===== config.mk =====
export PLATFORM = sky130hd
export DESIGN_NAME = nv_nvdla_pdp_wdma_packer
export DESIGN_NICKNAME = d
export VERILOG_FILES = /design/src/rtl/nv_nvdla_pdp_wdma_packer.sv
export SDC_FILE = /design/constraint.sdc
export NUM_CORES = 1
export LEC_CHECK = 0
export CELL_PAD_IN_SITES_DETAIL_PLACEMENT = 0
export CELL_PAD_IN_SITES_GLOBAL_PLACEMENT = 1
export CORE_MARGIN = 5
export CORE_UTILIZATION = 34
export CTS_CLUSTER_SIZE = 12
export DETAILED_ROUTE_END_ITERATION = 10
export PLACE_DENSITY = 0.81
export SYNTH_ARGS = -nofsm -noshare
export SYNTH_HDL_FRONTEND = slang
export SYNTH_SLANG_ARGS = --single-unit

===== constraint.sdc =====
create_clock -name nvdla_core_clk -period 3.81 [get_ports nvdla_core_clk]
set_clock_uncertainty 0.05 [all_clocks]
set_input_delay 0.762 -clock nvdla_core_clk [delete_from_list [all_inputs] [get_ports nvdla_core_clk]]
set_output_delay 0.762 -clock nvdla_core_clk [all_outputs]
set_load 0.02 [all_outputs]

===== src/rtl/nv_nvdla_pdp_wdma_packer.sv =====
// PDP write-DMA packer: turns pooled atoms into MCIF write cmd/data packets and raises done.
// Optional PDP_WDMA_PERF_EN adds a saturating downstream-stall counter output.
module nv_nvdla_pdp_wdma_packer #(
  parameter int MAX_BURST = 8,
  parameter int AW        = 64,
  parameter int DW        = 256
) (
  input  logic          nvdla_core_clk,
  input  logic          nvdla_core_rst,
  input  logic          op_en,
  input  logic [AW-1:0] cfg_dst_base_addr,
  input  logic [31:0]   cfg_line_stride,
  input  logic [12:0]   cfg_width,
  input  logic [12:0]   cfg_height,
  input  logic          dp2wdma_valid,
  output logic          dp2wdma_ready,
  input  logic [DW-1:0] dp2wdma_pd,
  output logic          pdp2mcif_wr_req_valid,
  input  logic          pdp2mcif_wr_req_ready,
  output logic [DW+1:0] pdp2mcif_wr_req_pd,
  input  logic          mcif2pdp_wr_rsp_complete,
  output logic [1:0]    pdp2glb_done_intr_pd,
  output logic          busy
`ifdef PDP_WDMA_PERF_EN
  ,
  output logic [31:0]   perf_stall_cnt
`endif
);

  typedef enum logic [1:0] {IDLE, CMD, DATA, WAIT_ACK} state_t;

  localparam logic [13:0] MAX_BURST_W = 14'(MAX_BURST);

  state_t        state_q, state_d;
  logic          valid_q, valid_d;
  logic [DW+1:0] pd_q, pd_d;
  logic          busy_q, busy_d;
  logic [1:0]    intr_q, intr_d;
  logic          ptr_q, ptr_d;
  logic          ack_seen_q, ack_seen_d;
  logic [AW-1:0] line_base_q, line_base_d;
  logic [31:0]   stride_q, stride_d;
  logic [12:0]   width_q, width_d;
  logic [12:0]   height_q, height_d;
  logic [12:0]   atom_idx_q, atom_idx_d;
  logic [12:0]   line_idx_q, line_idx_d;
  logic [12:0]   beat_q, beat_d;
  logic [12:0]   size_q, size_d;

  logic          load_ok;
  logic          in_hs;
  logic [13:0]   remaining;
  logic [13:0]   burst_len;
  logic [12:0]   burst_size;
  logic          burst_end;
  logic          line_end;
  logic          layer_end;
  logic          final_burst;
  logic [AW-1:0] cmd_addr;
  logic [DW+1:0] cmd_pd;
  logic          done;

  // The output register can take a new packet when empty or being drained this cycle.
  assign load_ok     = !valid_q || pdp2mcif_wr_req_ready;
  assign in_hs       = (state_q == DATA) && load_ok && dp2wdma_valid;
  assign remaining   = {1'b0, width_q} - {1'b0, atom_idx_q} + 14'd1;
  assign burst_len   = (remaining > MAX_BURST_W) ? MAX_BURST_W : remaining;
  assign burst_size  = 13'(burst_len - 14'd1);
  assign burst_end   = (beat_q == size_q);
  assign line_end    = (atom_idx_q == width_q);
  assign layer_end   = burst_end && line_end && (line_idx_q == height_q);
  assign final_burst = (line_idx_q == height_q) && (remaining <= MAX_BURST_W);
  assign cmd_addr    = line_base_q + {{(AW-18){1'b0}}, atom_idx_q, 5'b00000};
  assign done        = (state_q == WAIT_ACK) && load_ok
                       && (ack_seen_q || mcif2pdp_wr_rsp_complete);

  always_comb begin
    cmd_pd                 = '0;
    cmd_pd[AW-1:0]         = cmd_addr;
    cmd_pd[AW+12:AW]       = burst_size;
    cmd_pd[AW+13]          = final_burst;
  end

  always_ff @(posedge nvdla_core_clk) begin
    if (nvdla_core_rst) begin
      state_q     <= IDLE;
      valid_q     <= 1'b0;
      pd_q        <= '0;
      busy_q      <= 1'b0;
      intr_q      <= 2'b00;
      ptr_q       <= 1'b0;
      ack_seen_q  <= 1'b0;
      line_base_q <= '0;
      stride_q    <= '0;
      width_q     <= '0;
      height_q    <= '0;
      atom_idx_q  <= '0;
      line_idx_q  <= '0;
      beat_q      <= '0;
      size_q      <= '0;
    end else begin
      state_q     <= state_d;
      valid_q     <= valid_d;
      pd_q        <= pd_d;
      busy_q      <= busy_d;
      intr_q      <= intr_d;
      ptr_q       <= ptr_d;
      ack_seen_q  <= ack_seen_d;
      line_base_q <= line_base_d;
      stride_q    <= stride_d;
      width_q     <= width_d;
      height_q    <= height_d;
      atom_idx_q  <= atom_idx_d;
      line_idx_q  <= line_idx_d;
      beat_q      <= beat_d;
      size_q      <= size_d;
    end
  end

  always_comb begin
    state_d = state_q;
    case (state_q)
      IDLE:     if (op_en) state_d = CMD;
      CMD:      if (load_ok) state_d = DATA;
      DATA:     if (in_hs && burst_end) state_d = layer_end ? WAIT_ACK : CMD;
      WAIT_ACK: if (done) state_d = IDLE;
      default:  state_d = IDLE;
    endcase
  end

  always_comb begin
    valid_d       = valid_q;
    pd_d          = pd_q;
    busy_d        = busy_q;
    intr_d        = 2'b00;
    ptr_d         = ptr_q;
    ack_seen_d    = ack_seen_q;
    line_base_d   = line_base_q;
    stride_d      = stride_q;
    width_d       = width_q;
    height_d      = height_q;
    atom_idx_d    = atom_idx_q;
    line_idx_d    = line_idx_q;
    beat_d        = beat_q;
    size_d        = size_q;
    dp2wdma_ready = (state_q == DATA) && load_ok;

    if (valid_q && pdp2mcif_wr_req_ready) valid_d = 1'b0;
    if ((state_q != IDLE) && mcif2pdp_wr_rsp_complete) ack_seen_d = 1'b1;

    case (state_q)
      IDLE: begin
        if (op_en) begin
          line_base_d = cfg_dst_base_addr;
          stride_d    = cfg_line_stride;
          width_d     = cfg_width;
          height_d    = cfg_height;
          atom_idx_d  = '0;
          line_idx_d  = '0;
          busy_d      = 1'b1;
        end
      end
      CMD: begin
        if (load_ok) begin
          valid_d = 1'b1;
          pd_d    = cmd_pd;
          size_d  = burst_size;
          beat_d  = '0;
        end
      end
      DATA: begin
        if (in_hs) begin
          valid_d = 1'b1;
          pd_d    = {2'b11, dp2wdma_pd};
          beat_d  = beat_q + 13'd1;
          if (line_end) begin
            atom_idx_d  = '0;
            line_idx_d  = line_idx_q + 13'd1;
            line_base_d = line_base_q + {{(AW-32){1'b0}}, stride_q};
          end else begin
            atom_idx_d = atom_idx_q + 13'd1;
          end
        end
      end
      WAIT_ACK: begin
        // Leaving for IDLE: pulse the ping-pong done bit and release busy.
        if (done) begin
          intr_d[ptr_q] = 1'b1;
          ptr_d         = ~ptr_q;
          busy_d        = 1'b0;
          ack_seen_d    = 1'b0;
        end
      end
      default: ;
    endcase
  end

  assign pdp2mcif_wr_req_valid = valid_q;
  assign pdp2mcif_wr_req_pd    = pd_q;
  assign pdp2glb_done_intr_pd  = intr_q;
  assign busy                  = busy_q;

`ifdef PDP_WDMA_PERF_EN
  logic [31:0] stall_cnt_q;

  always_ff @(posedge nvdla_core_clk) begin
    if (nvdla_core_rst || ((state_q == IDLE) && op_en)) begin
      stall_cnt_q <= '0;
    end else if (valid_q && !pdp2mcif_wr_req_ready && (stall_cnt_q != 32'hFFFF_FFFF)) begin
      stall_cnt_q <= stall_cnt_q + 32'd1;
    end
  end

  assign perf_stall_cnt = stall_cnt_q;
`endif

endmodule

==> metrics.csv <==
metric;value;unit
rows;91;
yosysWarnings;0;
synth_edf_count;0;
hold_class;reg2reg;
vias;22000;
fp.dieW;261;µm
seq_area;8790;µm²
rsz0062_at_grt;no;
dieArea;67900;µm²
grt_antenna_before_repair;23;
wl_per_cell;22.4;µm
setup_tns;0;ns
end_kind;flip-flop;
start_kind;flip-flop;
drv_slew;0;
grt_pass1_vias;21700;
core_area;61900;µm²
fin_crit_sh;95.4;%
first_pass_iters;6;
yosys.area.top_type;dfxtp_1;
setup_viol;0;
outcome;complete, no violations;
multi_input_area;11800;µm²
via_per_inst;5.40;
hold_buffers;0;
place.gp.congestion;0.899;
io_buffers;646;
period_minus_slack;3.63;ns
synthTopCellsByArea;dfxtp_1 41%, a22oi_1 6.4%, nor2_1 6.0%, nand2_1 5.1%, a21oi_1 5.0%;
dpl.hpwl;69100;µm
overflow;0;
wl;91100;µm
required;4.30;ns
cts_buffer_depth;3;
path_class;reg2reg;
pin_count;647;
cts_num_sinks;439;
placed_area;28700;µm²
area_delta_synth_final;43.3;%
dp_cells;3970;
powerDensity;630;nW/µm²
final_common_cell;clkdlybuf4s50_1;
post_cts_buffers;0;
cts_inserted_buffers;51;
synth.avg_cell_area;8.15;µm²
syn-cell-area;21400;µm²
synth_flop_cell;dfxtp_1;
mostFrequentLayoutCells;645 x clkdlybuf4s50_1, 438 x dfxtp_1, 338 x nor2_1;
grt_max_degree;183;
layout.cells.non_filler;4077;
fmax;0.275;GHz
arrival;4.13;ns
grtUsageTotal;25.4;%
critPathMaxFanout;5;
max-slew-margin-rel;20.5;%
root_buffer;clkbuf_16;
fin_area;30600;µm²
drt_iter0_drc;1744;
synth_cell_types;79;
cap_viol_max_count;0;
netlist_instances;2621;
p_leak;11.0;nW
nFillCells;5946;
yosysSeqAreaShare;41.2;%
cts_max_level;2;
synth_seq_cells;439;
cts_tree;yes;
clock_latency;0.61;ns
async_flop_share;0;%
synth_nets;3086;
ant_nets;0;
hold_viol_final;0;
start_util;34.5;%
chipHeight;261;µm
cts.reportedPaths.clkPinSlew;0.06;ns
drive_gt1_share;5.83;%
grt_pass1_wl;135000;µm
tightest_slew;1.19;ns
yosysTopAreaCellShare;41.2;%
nets;3651;
irDropWorstVdd;356;µV
drc_errors;0;
[logic make-up (layout without fill, tap and decap cells)]
family                   count (synthesis)  after routing  share of synthesized area, %
buffers and inverters                  250            854                          4.51
multiplexers                            22             22                          1.04
flip-flops                             439            439                          41.2
AND/OR/NAND/NOR                        940            940                          19.9
other                                    0             15                             0
AO/OA/AOI/OAI                          761            761                          23.3
adder cells (fa/ha/maj)                 81             81                          4.85
XOR/XNOR                               128            128                          5.25
[critical path: stages (launching register included)]
cell and delay [ns]:
dfxtp_1 0.33, inv_1 0.05, ha_1 0.29, inv_1 0.05, ha_2 0.21, fa_2 0.44
a211oi_2 0.22, nor2_1 0.10, o41ai_2 0.42, nand3b_1 0.17, nand4_1 0.13, and4_4 0.20
nand2_2 0.10, ha_4 0.15, nand2b_1 0.07, or4_4 0.52, nand2_1 0.09
[timing repair]
action,in CTS,in global routing
resized for setup,1,22
pin swaps,0,7
setup endpoints to repair,5,35
[power by group]
part / internal (mW) / total (mW) / leakage, nW / switching [mW]
clock: 3.05 / 5.10 / 0.844 / 2.05
sequential: 5.42 / 6.23 / 3.57 / 0.809
combinational: 3.12 / 7.93 / 6.60 / 4.81
[layer usage]
| layer | track usage [%] | wire length, µm | share of wire (%) | up-vias |
|---|---|---|---|---|
| met3 | 7.35 | 7560 | 8.3 | 121 |
| met4 | 7.04 | 2270 | 2.5 | 18 |
| met1 | 31.2 | 36900 | 40 | 10600 |
| met5 | 0 | 127 | 0.14 | - |
| li1 | - | - | - | 10500 |
| met2 | 43.5 | 44300 | 49 | 792 |
[Yosys cell counts, types with 25 or more instances]
master	n
a211oi_1	49
a21oi_1	213
a22oi_1	181
and3_1	50
clkbuf_1	166
dfxtp_1	439
ha_1	78
inv_1	56
nand2_1	290
nand3_1	52
nand4_1	41
nor2_1	340
nor3_1	56
nor4_1	25
o21ai_0	106
o22ai_1	33
xnor2_1	77
xor2_1	51
[flip-flops by register name (all words and copies together) (netlist names)]
name                   count
width_q                   13
pdp2glb_done_intr_pd       2
pdp2mcif_wr_req_pd       257
busy                       1
ack_seen_q                 1
beat_q                    13
line_idx_q                13
pdp2mcif_wr_req_valid      1
size_q                    13
atom_idx_q                13
stride_q                  32
state_q                    2
line_base_q               64
ptr_q                      1
height_q                  13
[metrics by stage]
stage               hold slack, ns  util, %  setup slack, ns  power, mW
floorplan                    0.380        -            0.306       10.8
global placement             0.393     46.4          0.00146       14.0
detailed placement           0.397     46.4         -0.00671       14.1
CTS                          0.405     49.2           0.0822       19.3
global route                 0.430     49.4          0.00543       20.3
finish                       0.400     49.4            0.175       19.3
[final timing paths]
| kind | startpoint | to | slack [ns] | cells past startpoint |
|---|---|---|---|---|
| max | width_q[1] | size_q[4] | 0.18 | 16 |
| min | pdp2mcif_wr_req_pd[23] | pdp2mcif_wr_req_pd[23] | 0.40 | 2 |
| max reg2reg | width_q[1] | size_q[4] | 0.18 | 16 |
| min reg2reg | pdp2mcif_wr_req_pd[23] | pdp2mcif_wr_req_pd[23] | 0.40 | 2 |
[final cells by class]
class                   count  share of cell area, %
diodes                     15                  0.123
clock buffers              75                   4.90
repair buffers            705                   23.0
well taps                 837                   3.42
clock inverters            17                  0.761
flip-flops and latches    439                   28.7
multi-input cells        1932                   38.4
inverters                  57                  0.699
No activity file was read; power rests on OpenSTA's default activity.
